--- src/rtl/fetch_prefetch_unit.sv ---
// Pipelined in-order instruction fetch with a prefetch queue toward decode.
// A redirect flushes the queue and drops responses still owed to the old stream.
module fetch_prefetch_unit #(
  parameter int unsigned ADDR_WIDTH      = 32,
  parameter int unsigned DATA_WIDTH      = 32,
  parameter int unsigned FIFO_DEPTH      = 4,
  parameter int unsigned MAX_OUTSTANDING = 2,
  parameter logic [ADDR_WIDTH-1:0] RESET_ADDR = '0
) (
  input  logic                  clk,
  input  logic                  rst_n,
  input  logic                  req_i,
  input  logic                  target_valid_i,
  input  logic [ADDR_WIDTH-1:0] target_addr_i,
  output logic [DATA_WIDTH-1:0] instr_o,
  output logic [ADDR_WIDTH-1:0] instr_addr_o,
  output logic                  instr_valid_o,
  input  logic                  instr_ready_i,
  output logic                  imem_valid_o,
  input  logic                  imem_ready_i,
  output logic [ADDR_WIDTH-1:0] imem_addr_o,
  input  logic                  imem_rvalid_i,
  input  logic [DATA_WIDTH-1:0] imem_rdata_i,
  output logic                  busy_o
);

  localparam int unsigned STRIDE = DATA_WIDTH / 8;
  localparam int unsigned OW     = $clog2(MAX_OUTSTANDING + 1);
  localparam int unsigned CW     = $clog2(FIFO_DEPTH + 1);
  localparam int unsigned PW     = $clog2(FIFO_DEPTH);
  localparam int unsigned SW     = $clog2(MAX_OUTSTANDING + FIFO_DEPTH + 1);
  localparam logic [ADDR_WIDTH-1:0] STRIDE_A   = ADDR_WIDTH'(STRIDE);
  localparam logic [ADDR_WIDTH-1:0] ALIGN_MASK = ~(ADDR_WIDTH'(STRIDE - 1));

  logic [ADDR_WIDTH-1:0] fetch_addr_q, fetch_addr_d;
  logic [ADDR_WIDTH-1:0] rsp_addr_q, rsp_addr_d;
  logic [OW-1:0]         outstanding_q, outstanding_d;
  logic [OW-1:0]         discard_q, discard_d;
  logic [CW-1:0]         count_q, count_d;
  logic [PW-1:0]         wr_ptr_q, wr_ptr_d;
  logic [PW-1:0]         rd_ptr_q, rd_ptr_d;
  logic [DATA_WIDTH-1:0] data_mem_q [FIFO_DEPTH];
  logic [ADDR_WIDTH-1:0] addr_mem_q [FIFO_DEPTH];

  logic [ADDR_WIDTH-1:0] tgt_aligned_c, req_addr_c;
  logic                  room_c, empty_c, accept_c, push_c, pop_c;

  // Only live (non-discarded) requests reserve a queue slot.
  assign room_c        = (SW'(outstanding_q - discard_q) + SW'(count_q)) < SW'(FIFO_DEPTH);
  assign empty_c       = (count_q == '0);
  assign tgt_aligned_c = target_addr_i & ALIGN_MASK;
  assign req_addr_c    = target_valid_i ? tgt_aligned_c : fetch_addr_q;

  assign imem_valid_o  = rst_n & req_i & (outstanding_q < OW'(MAX_OUTSTANDING)) & room_c;
  assign imem_addr_o   = rst_n ? req_addr_c : '0;
  assign instr_valid_o = !empty_c & !target_valid_i;
  assign instr_o       = empty_c ? '0 : data_mem_q[rd_ptr_q];
  assign instr_addr_o  = empty_c ? '0 : addr_mem_q[rd_ptr_q];
  assign busy_o        = (outstanding_q != '0) | !empty_c;

  assign accept_c = imem_valid_o & imem_ready_i;
  assign push_c   = imem_rvalid_i & (discard_q == '0) & !target_valid_i;
  assign pop_c    = instr_valid_o & instr_ready_i;

  // Next-state: redirect overrides queue activity and re-arms the discard count.
  always_comb begin
    rsp_addr_d    = rsp_addr_q;
    discard_d     = discard_q;
    count_d       = count_q;
    wr_ptr_d      = wr_ptr_q;
    rd_ptr_d      = rd_ptr_q;
    fetch_addr_d  = accept_c ? (req_addr_c + STRIDE_A) : req_addr_c;
    outstanding_d = outstanding_q + OW'(accept_c) - OW'(imem_rvalid_i);
    if (target_valid_i) begin
      discard_d  = outstanding_q - OW'(imem_rvalid_i);
      rsp_addr_d = tgt_aligned_c;
      count_d    = '0;
      wr_ptr_d   = '0;
      rd_ptr_d   = '0;
    end else begin
      if (imem_rvalid_i && (discard_q != '0)) discard_d = discard_q - OW'(1);
      if (push_c) begin
        wr_ptr_d   = wr_ptr_q + PW'(1);
        rsp_addr_d = rsp_addr_q + STRIDE_A;
      end
      if (pop_c) rd_ptr_d = rd_ptr_q + PW'(1);
      count_d = count_q + CW'(push_c) - CW'(pop_c);
    end
  end

  always_ff @(posedge clk or negedge rst_n) begin
    if (!rst_n) begin
      fetch_addr_q  <= RESET_ADDR;
      rsp_addr_q    <= RESET_ADDR;
      outstanding_q <= '0;
      discard_q     <= '0;
      count_q       <= '0;
      wr_ptr_q      <= '0;
      rd_ptr_q      <= '0;
    end else begin
      fetch_addr_q  <= fetch_addr_d;
      rsp_addr_q    <= rsp_addr_d;
      outstanding_q <= outstanding_d;
      discard_q     <= discard_d;
      count_q       <= count_d;
      wr_ptr_q      <= wr_ptr_d;
      rd_ptr_q      <= rd_ptr_d;
    end
  end

  // Queue storage; contents are only observable while the queue is non-empty.
  always_ff @(posedge clk) begin
    if (push_c) begin
      data_mem_q[wr_ptr_q] <= imem_rdata_i;
      addr_mem_q[wr_ptr_q] <= rsp_addr_q;
    end
  end

  a_no_orphan_rsp : assert property (@(posedge clk) disable iff (!rst_n)
    imem_rvalid_i |-> (outstanding_q != '0));

endmodule
--- config.mk ---
export PLATFORM = sky130hd
export DESIGN_NAME = fetch_prefetch_unit
export DESIGN_NICKNAME = d
export VERILOG_FILES = /design/src/rtl/fetch_prefetch_unit.sv
export SDC_FILE = /design/constraint.sdc
export NUM_CORES = 1
export LEC_CHECK = 0
export CORE_UTILIZATION = 50
export DETAILED_ROUTE_END_ITERATION = 8
export PLACE_DENSITY_LB_ADDON = 0.08
export SYNTH_ARGS = -nofsm -noshare
export SYNTH_HDL_FRONTEND = slang
export SYNTH_SLANG_ARGS = --single-unit
--- constraint.sdc ---
create_clock -name clk -period 3.2 [get_ports clk]
set_clock_uncertainty 0.15 [all_clocks]
set_input_delay 0.48 -clock clk [delete_from_list [all_inputs] [get_ports clk]]
set_output_delay 0.48 -clock clk [all_outputs]
set_load 0.02 [all_outputs]
==> impl_metrics.prom, run 1 <==
# TYPE chip_impl_metric gauge
chip_impl_metric{name="n_antenna_cell",unit=""} 0
chip_impl_metric{name="ctsHtreeMaxLevel",unit=""} 2
chip_impl_metric{name="worst_pin_slew",unit="ps"} 512
chip_impl_metric{name="dr.first_iter.drc_count",unit=""} 573
chip_impl_info{name="yosysMostFrequentCell",value="sky130_fd_sc_hd__edfxtp_1"} 1
chip_impl_info{name="crit_path_end_kind",value="register"} 1
chip_impl_info{name="rsz0062_at_grt",value="true"} 1
chip_impl_metric{name="detailedRoute.firstPassIterationCount",unit=""} 5
chip_impl_metric{name="timing.reg2reg.setup_slack",unit="ps"} 50
chip_impl_metric{name="async_reset_ff_frac",unit=""} 0.227
chip_impl_metric{name="num-fill-cells",unit=""} 2011
chip_impl_metric{name="multi_input_area",unit="sq mm"} 0.00451
chip_impl_metric{name="place.port_buffers",unit=""} 165
chip_impl_metric{name="hpwl",unit="microns"} 16400
chip_impl_metric{name="layout.cell_area.non_filler",unit="sq mm"} 0.0176
chip_impl_metric{name="mappedNetlistArea",unit="sq mm"} 0.0140
chip_impl_info{name="worst-setup-path-type",value="register to register"} 1
chip_impl_metric{name="syn2layout_area_growth",unit="%"} 26.0
chip_impl_metric{name="core_area",unit="sq mm"} 0.0272
chip_impl_metric{name="ys_ff_latch",unit=""} 321
chip_impl_metric{name="cp.required",unit="ps"} 3430
chip_impl_metric{name="total_via_count_after_detailed_routing",unit=""} 7891
chip_impl_metric{name="clock_path_buffers",unit=""} 3
chip_impl_metric{name="totalWireLength",unit="microns"} 27100
chip_impl_metric{name="postSynthAreaPerCell",unit="sq um"} 15.6
chip_impl_metric{name="drt_drc_violations_left",unit=""} 0
chip_impl_metric{name="final_max_tran_viols",unit=""} 0
chip_impl_metric{name="nNetsFinal",unit=""} 1183
chip_impl_info{name="cts_root_buffer",value="sky130_fd_sc_hd__clkbuf_16"} 1
chip_impl_metric{name="cts_inserted_buffers",unit=""} 35
chip_impl_metric{name="drt-wirelength-per-cell",unit="microns"} 18.1
chip_impl_metric{name="first_global_vias",unit=""} 8028
chip_impl_metric{name="avgViaCountPerCell",unit=""} 5.29
chip_impl_metric{name="power_density",unit="mW/mm^2"} 719
chip_impl_metric{name="drv_cap",unit=""} 0
chip_impl_metric{name="initial_core_util",unit=""} 0.515
chip_impl_metric{name="report.final.hold_viol_count",unit=""} 0
chip_impl_metric{name="ys.warnings.count",unit=""} 0
chip_impl_metric{name="synth_enable_flop_cells",unit=""} 248
chip_impl_info{name="synth.area.top_cells",value="sky130_fd_sc_hd__edfxtp_1 53%, sky130_fd_sc_hd__dfrtp_1 13%, sky130_fd_sc_hd__mux4_2 10%"} 1
chip_impl_metric{name="share_of_the_synthesized_area_in_the_top_cell_type",unit=""} 0.532
chip_impl_metric{name="cts.reportedPaths.clkPinSlew",unit="ps"} 60
chip_impl_metric{name="cts_num_sinks",unit=""} 321
chip_impl_metric{name="post-route-period-util",unit=""} 0.983
chip_impl_metric{name="grtUsageTotal",unit=""} 0.193
chip_impl_metric{name="critPathArrivalTime",unit="ps"} 3380
chip_impl_info{name="synth.top_cells.by_count",value="248 x sky130_fd_sc_hd__edfxtp_1, 73 x sky130_fd_sc_hd__and2_1, 73 x sky130_fd_sc_hd__dfrtp_1"} 1
chip_impl_metric{name="grt_start_max_net_pins",unit=""} 65
chip_impl_metric{name="vdd_ir_drop_max",unit="mV"} 0.469
chip_impl_metric{name="design.die.area",unit="sq mm"} 0.0287
chip_impl_metric{name="max-slew-margin-rel",unit=""} 0.659
chip_impl_metric{name="post_synth_inst_count",unit=""} 900
chip_impl_metric{name="ff_latch_area",unit="sq mm"} 0.00928
chip_impl_info{name="synth_top_area_cell",value="sky130_fd_sc_hd__edfxtp_1"} 1
chip_impl_info{name="cts_tree",value="built"} 1
chip_impl_info{name="synth_flop_cell",value="sky130_fd_sc_hd__edfxtp_1"} 1
chip_impl_metric{name="grt_overflow_total",unit=""} 0
chip_impl_metric{name="io_pins",unit=""} 170
chip_impl_metric{name="postRouteAntennaNets",unit=""} 0
chip_impl_metric{name="clock_latency",unit="ps"} 500
chip_impl_metric{name="gp_congestion",unit=""} 0.804
chip_impl_metric{name="final_layout_setup_total_negative_slack",unit="ps"} 0
chip_impl_metric{name="cp_max_fo",unit=""} 4
chip_impl_metric{name="post-route-min-period",unit="ps"} 3150
chip_impl_metric{name="first_pass_grt_wire_length",unit="microns"} 42900
chip_impl_info{name="status",value="complete, no violations"} 1
chip_impl_metric{name="leakage",unit="uW"} 0.00655
chip_impl_metric{name="std_cell_rows",unit=""} 60
chip_impl_metric{name="layout_cell_share_with_drive_strength_beyond_1",unit=""} 0.159
chip_impl_info{name="worstSetupStartpointType",value="register"} 1
chip_impl_metric{name="die_span_x",unit="microns"} 169
chip_impl_metric{name="grt_antenna_before_repair",unit=""} 0
chip_impl_metric{name="achievable-frequency",unit="GHz"} 0.318
chip_impl_metric{name="fp.dieH",unit="microns"} 169
chip_impl_metric{name="seq_area_frac_synth",unit=""} 0.662
chip_impl_metric{name="finalSetupViolations",unit=""} 0
chip_impl_metric{name="synth_cell_types",unit=""} 52
chip_impl_info{name="worst_min_path_class",value="primary input to register"} 1
chip_impl_metric{name="placement.cell_area",unit="sq mm"} 0.0163
[worst paths after layout]
| check | from | to | cells past startpoint |
|---|---|---|---|
| setup / recovery | outstanding_q[1] | outstanding_q[1] | 13 |
| hold / removal | target_valid_i | fetch_addr_q[8] | 2 |
| setup reg to reg | outstanding_q[1] | outstanding_q[1] | 13 |
| hold reg to reg | fetch_addr_q[1] | fetch_addr_q[1] | 1 |
| max in group asynchronous | rst_n | rd_ptr_q[0] | 3 |
| min in group asynchronous | rst_n | fetch_addr_q[16] | 3 |
[metrics by stage]
| step | power (uW) | setup WS, ps | cells | util | hold slack (ps) |
|---|---|---|---|---|---|
| after floorplan | 7270 | 9.17 | 901 | - | 34.4 |
| after global placement | 8810 | 51.8 | 1426 | 0.600 | 345 |
| after detailed placement | 8830 | 30.1 | 1426 | 0.600 | 352 |
| after CTS | 12800 | 3.91 | 1489 | 0.642 | 310 |
| after global routing | 13300 | -74.4 | 1493 | 0.649 | 349 |
| final | 12700 | 54.5 | 1493 | 0.649 | 326 |
[metal layers]
layer / global-route usage / wire length [microns] / vias to the layer above
met5: 0 / 0 / -
met4: 0.0474 / 413 / 0
met3: 0.0352 / 1250 / 31
met2: 0.317 / 13000 / 188
met1: 0.268 / 12400 / 3925
li1: - / - / 3747
[layout by cell type, fill, tap and decap left out, drive strengths merged, types with 3 or more instances in the layout]
cell,instances
xnor2,30
nor2,24
mux4,62
and2,73
nor2b,29
and4,4
clkbuf,46
nand3b,6
clkinv,11
nor3,6
bufinv,4
nor3b,4
a21oi,8
nor4,3
dfrtp,73
ha,14
inv,21
nand2b,6
a21boi,5
nand2,62
buf,37
clkdlybuf4s50,132
o21ai,35
edfxtp,248
a22oi,4
mux2i,26
xor2,44
and4b,3
and3,10
nand4,11
nand3,25
dlymetal6s2s,30
[registers in the layout, summed over array words and instances, names as in the netlist]
name / cells
rd_ptr_q: 2
discard_q: 2
wr_ptr_q: 2
fetch_addr_q: 32
rsp_addr_q: 30
count_q: 3
outstanding_q: 2
addr_mem_q: 120
data_mem_q: 128
[cells by family (layout without fill, tap and decap cells)]
| family | count (synthesis) | in the layout | synth area share |
|---|---|---|---|
| xor gates and xnor gates | 74 | 74 | 0.0463 |
| adders and majority gates | 16 | 16 | 0.0154 |
| and+or+nand+nor | 273 | 273 | 0.109 |
| muxes | 89 | 89 | 0.119 |
| AOI/OAI and AO/OA | 62 | 62 | 0.0285 |
| other | 1 | 2 | 0.000268 |
| buffers and inverters | 64 | 284 | 0.0194 |
| DFF | 321 | 321 | 0.662 |
[power breakdown]
part / switching [uW] / total, uW / internal, uW
registers: 200 / 4980 / 4780
clock network: 1530 / 3960 / 2430
logic: 1840 / 3750 / 1910
total: 3570 / 12700 / 9120
[timing repair]
| item | 4_1_cts | 5_1_grt |
|---|---|---|
| setup endpoints to repair | 9 | 48 |
| endpoints found under the hold margin | 73 | 0 |
| resized for setup | 6 | 47 |
| pin swaps | 0 | 4 |
| setup buffers | 0 | 3 |
| cloned | 0 | 1 |
| hold buffers | 1 | 0 |
[final cells by class]
type	instances	area share
flip-flops and latches	321	0.526
clock buffers	45	0.0542
inverters	21	0.00461
repair buffers	201	0.123
well taps	372	0.0264
clock inverters	17	0.0104
multi-input cells	516	0.256
[critical path, cell delays in order (launching register included)]
cell and delay, ps:
sky130_fd_sc_hd__dfrtp_1 360, sky130_fd_sc_hd__inv_2 50, sky130_fd_sc_hd__fa_1 530, sky130_fd_sc_hd__inv_1 50, sky130_fd_sc_hd__ha_1 270, sky130_fd_sc_hd__and3b_2 210, sky130_fd_sc_hd__or4b_4 570, sky130_fd_sc_hd__nand2_4 120
sky130_fd_sc_hd__inv_4 40, sky130_fd_sc_hd__ha_4 250, sky130_fd_sc_hd__inv_2 30, sky130_fd_sc_hd__ha_2 170, sky130_fd_sc_hd__xnor2_2 130, sky130_fd_sc_hd__xnor2_1 120
Power figures use the tool's default switching activity.
==> inputs of run 2 (changes only) <==
- ABC_AREA: default -> 1
- CORE_UTILIZATION: 50 -> 51
- GPL_TIMING_DRIVEN: default -> 1
==> run 2 against run 1 <==
Net effect:
- worst hold slack improved by 0.90 ps
- count of clock-buffer cells in the layout decreased by 3
- critical path type is now register to primary output
- setup slack improved by 61 ps
- core utilization decreased by 0.70 points
- non-clock buffer count down 4
- largest power group is now combinational logic
- critical endpoint is now instr_addr_o[19]
==> impl_metrics.prom, run 2 <==
# TYPE chip_impl_metric gauge
chip_impl_metric{name="post-route-period-util",unit=""} 0.964
chip_impl_info{name="cpMaxStageDelayCell",value="sky130_fd_sc_hd__clkdlybuf4s50_1"} 1
chip_impl_metric{name="totalPowerFinal",unit="uW"} 14200
chip_impl_metric{name="post_synth_inst_count",unit=""} 1494
chip_impl_info{name="synth.area.top_cells",value="sky130_fd_sc_hd__edfxtp_1 51%, sky130_fd_sc_hd__dfrtp_1 12%, sky130_fd_sc_hd__nor2_1 8.5%"} 1
chip_impl_metric{name="grt_overflow_total",unit=""} 0
chip_impl_metric{name="totalWireLength",unit="microns"} 34300
chip_impl_metric{name="final_critical_path_setup_slack",unit="ps"} 116
chip_impl_metric{name="nNetsFinal",unit=""} 1749
chip_impl_info{name="cts_tree",value="built"} 1
chip_impl_metric{name="first_pass_grt_wire_length",unit="microns"} 53400
chip_impl_info{name="reg2reg_from",value="outstanding_q[1]"} 1
chip_impl_metric{name="vdd_ir_drop_max",unit="mV"} 0.530
chip_impl_metric{name="design.die.area",unit="sq mm"} 0.0296
chip_impl_metric{name="finalSetupViolations",unit=""} 0
chip_impl_metric{name="critPathArrivalTime",unit="ps"} 2450
chip_impl_metric{name="clock_latency",unit="ps"} 510
chip_impl_metric{name="ys.warnings.count",unit=""} 0
chip_impl_metric{name="initial_core_util",unit=""} 0.524
chip_impl_info{name="cp_top_family",value="buffers and inverters"} 1
chip_impl_metric{name="postRouteAntennaNets",unit=""} 0
chip_impl_metric{name="seq_area_frac_synth",unit=""} 0.630
chip_impl_metric{name="muxShareOfSynthArea",unit=""} 0
chip_impl_info{name="worstReg2RegEnd",value="outstanding_q[1]"} 1
chip_impl_metric{name="cp.required",unit="ps"} 2570
chip_impl_metric{name="worst_setup_slack_post_dpl",unit="ps"} 165
chip_impl_metric{name="largest_register_ffs",unit=""} 128
chip_impl_info{name="yosysMostFrequentCell",value="sky130_fd_sc_hd__nor2_1"} 1
chip_impl_metric{name="area_share_of_and_or_nand_nor_cells_after_synthesis",unit=""} 0.206
chip_impl_metric{name="synth_enable_flop_cells",unit=""} 248
chip_impl_metric{name="die_span_x",unit="microns"} 172
chip_impl_metric{name="ys_ff_latch",unit=""} 321
chip_impl_info{name="synth.top_cells.by_count",value="332 x sky130_fd_sc_hd__nor2_1, 266 x sky130_fd_sc_hd__nand2_1, 248 x sky130_fd_sc_hd__edfxtp_1"} 1
chip_impl_metric{name="leakage",unit="uW"} 0.00690
chip_impl_metric{name="cts_num_sinks",unit=""} 321
chip_impl_metric{name="max-slew-margin-rel",unit=""} 0.435
chip_impl_metric{name="cpPeakStageDelay",unit="ps"} 660
chip_impl_metric{name="ctsHtreeMaxLevel",unit=""} 2
chip_impl_metric{name="r2r_cells",unit=""} 14
chip_impl_metric{name="avgViaCountPerCell",unit=""} 5.28
chip_impl_metric{name="place.port_buffers",unit=""} 165
chip_impl_metric{name="postSynthAreaPerCell",unit="sq um"} 9.86
chip_impl_info{name="worst_min_path_class",value="register to register"} 1
chip_impl_metric{name="power_density",unit="mW/mm^2"} 786
chip_impl_metric{name="std_cell_rows",unit=""} 61
chip_impl_info{name="hp-start",value="fetch_addr_q[0]"} 1
chip_impl_info{name="crit_path_cell_trace",value="inv_2 > buf_12 > o21ai_0 > a21oi_1 > clkdlybuf4s50_1"} 1
chip_impl_info{name="crit_path_end_kind",value="primary output"} 1
chip_impl_metric{name="synthXorXnorAreaFrac",unit=""} 0.0178
chip_impl_info{name="register_with_the_highest_flop_count",value="data_mem_q"} 1
chip_impl_metric{name="share_of_the_synthesized_area_in_the_top_cell_type",unit=""} 0.506
chip_impl_metric{name="drt_drc_violations_left",unit=""} 0
chip_impl_metric{name="synth-compound-area-share",unit=""} 0.0852
chip_impl_metric{name="core_area",unit="sq mm"} 0.0281
chip_impl_metric{name="grt_start_max_net_pins",unit=""} 75
chip_impl_metric{name="detailedRoute.firstPassIterationCount",unit=""} 5
chip_impl_info{name="worstSetupStartpointType",value="register"} 1
chip_impl_metric{name="dr.first_iter.drc_count",unit=""} 689
chip_impl_info{name="largestRegisters",value="data_mem_q (128), addr_mem_q (120), fetch_addr_q (32)"} 1
chip_impl_metric{name="async_reset_ff_frac",unit=""} 0.227
chip_impl_info{name="mostFrequentLayoutCell",value="sky130_fd_sc_hd__nor2_1"} 1
chip_impl_metric{name="worst_pin_slew",unit="ps"} 848
chip_impl_metric{name="worst_hold_slack",unit="ps"} 327
chip_impl_info{name="status",value="complete, no violations"} 1
chip_impl_metric{name="gp_congestion",unit=""} 0.917
chip_impl_info{name="synth_flop_cell",value="sky130_fd_sc_hd__edfxtp_1"} 1
chip_impl_metric{name="io_pins",unit=""} 170
chip_impl_metric{name="syn2layout_area_growth",unit="%"} 22.5
chip_impl_metric{name="layout_cell_share_with_drive_strength_beyond_1",unit=""} 0.0869
chip_impl_metric{name="critical_path_depth",unit=""} 5
chip_impl_metric{name="synth_adder_area_share",unit=""} 0.0146
chip_impl_metric{name="drv_cap",unit=""} 0
chip_impl_metric{name="grt_antenna_before_repair",unit=""} 0
chip_impl_metric{name="achievable-frequency",unit="GHz"} 0.324
chip_impl_metric{name="first_global_vias",unit=""} 10300
chip_impl_metric{name="final_max_tran_viols",unit=""} 0
chip_impl_metric{name="cts_inserted_buffers",unit=""} 34
chip_impl_metric{name="n_antenna_cell",unit=""} 0
chip_impl_metric{name="timing.reg2reg.setup_slack",unit="ps"} 410
chip_impl_metric{name="cp_max_fo",unit=""} 53
chip_impl_metric{name="hpwl",unit="microns"} 21500
chip_impl_metric{name="drt-wirelength-per-cell",unit="microns"} 16.7
chip_impl_info{name="synth_top_area_cell",value="sky130_fd_sc_hd__edfxtp_1"} 1
chip_impl_info{name="holdPathEnd",value="fetch_addr_q[0]"} 1
chip_impl_metric{name="fp.dieH",unit="microns"} 172
chip_impl_info{name="cts_root_buffer",value="sky130_fd_sc_hd__clkbuf_16"} 1
chip_impl_metric{name="synth_cell_types",unit=""} 41
chip_impl_metric{name="worstHoldPathCells",unit=""} 2
chip_impl_metric{name="clock_path_buffers",unit=""} 3
chip_impl_info{name="rsz0062_at_grt",value="true"} 1
chip_impl_info{name="worst-setup-path-type",value="register to primary output"} 1
chip_impl_info{name="synth_top_family_by_area",value="simple AND/OR/NAND/NOR gates"} 1
chip_impl_metric{name="cts.reportedPaths.clkPinSlew",unit="ps"} 60
chip_impl_metric{name="report.final.hold_viol_count",unit=""} 0
chip_impl_metric{name="total_via_count_after_detailed_routing",unit=""} 10900
chip_impl_metric{name="grtUsageTotal",unit=""} 0.235
chip_impl_metric{name="post-route-min-period",unit="ps"} 3080
chip_impl_info{name="final_cell_mix",value="328 x sky130_fd_sc_hd__nor2_1, 265 x sky130_fd_sc_hd__nand2_1, 248 x sky130_fd_sc_hd__edfxtp_1, 162 x sky130_fd_sc_hd__clkdlybuf4s50_1, 144 x sky130_fd_sc_hd__o21ai_0"} 1
chip_impl_metric{name="mappedNetlistArea",unit="sq mm"} 0.0147
chip_impl_metric{name="cp_buf_inv_count",unit=""} 3
## run 2: per-layer routing
metal / global-route usage / wire, microns / vias to the layer above
li1: - / - / 5333
met1: 0.309 / 14600 / 5188
met2: 0.408 / 17100 / 311
met3: 0.0350 / 1970 / 46
met4: 0.0623 / 648 / 0
met5: 0 / 0 / -
## run 2: how the worst max path moves through the flow
stage | start | endpoint
floorplan | target_valid_i | addr_mem_q[0][10]
global placement | target_valid_i | imem_addr_o[21]
detailed placement | outstanding_q[1] | imem_valid_o
CTS | count_q[1] | imem_valid_o
global route | rd_ptr_q[0] | instr_addr_o[19]
finish | rd_ptr_q[0] | instr_addr_o[19]
## run 2: power breakdown
part | total [uW] | internal [uW] | switching (uW)
sequential | 5160 | 4880 | 288
combinational | 5350 | 2070 | 3280
clock | 3660 | 2110 | 1550
total | 14200 | 9060 | 5120
## run 2: cells by family (layout without fill, tap and decap cells)
group,after synthesis,in the layout
AO/OA/AOI/OAI,241,241
XOR/XNOR,30,30
adder cells (fa/ha/maj),16,16
buffers and inverters,164,350
flip-flops,321,321
other,1,2
AND/OR/NAND/NOR,721,721
## run 2: per-stage QoR
stage / area [sq um] / util / instances / TNS, ps
final: 18000 / 0.642 / 2059 / 0
after global routing: 18000 / 0.642 / 2059 / -1.74
after CTS: 18000 / 0.641 / 2058 / 0
after detailed placement: 17000 / 0.604 / 2001 / 0
after global placement: 17000 / 0.604 / 2001 / 0
after floorplan: 14700 / - / 1495 / -81980
## run 2: worst reg2reg max path, stage by stage (launching register included)
cell and delay, ps:
sky130_fd_sc_hd__dfrtp_1 340, sky130_fd_sc_hd__inv_1 100, sky130_fd_sc_hd__fa_1 550, sky130_fd_sc_hd__inv_1 40
sky130_fd_sc_hd__ha_1 260, sky130_fd_sc_hd__nand3_1 90, sky130_fd_sc_hd__nand2_1 70, sky130_fd_sc_hd__nand2_1 50
sky130_fd_sc_hd__nand2_2 90, sky130_fd_sc_hd__nand3_4 130, sky130_fd_sc_hd__ha_1 310, sky130_fd_sc_hd__inv_1 40
sky130_fd_sc_hd__ha_1 180, sky130_fd_sc_hd__xnor2_1 130, sky130_fd_sc_hd__xor2_1 140
## run 2: area by class of cell
class | count | area, sq um
multi-input combinational | 1010 | 4810
clock inverter | 13 | 119
timing repair inverter | 1 | 7.51
timing repair buffer | 197 | 2060
inverter | 97 | 370
fill | 2295 | 10000
sequential | 321 | 9280
clock buffer | 42 | 912
tap | 378 | 473
## run 2: repair_timing
item                                    in CTS  in global routing
gates cloned                                 0                  1
resized for setup                            3                  9
endpoints found under the setup margin       1                 60
setup buffers                                1                  0
hold buffers                                 1                  0
endpoints found under the hold margin       13                  0
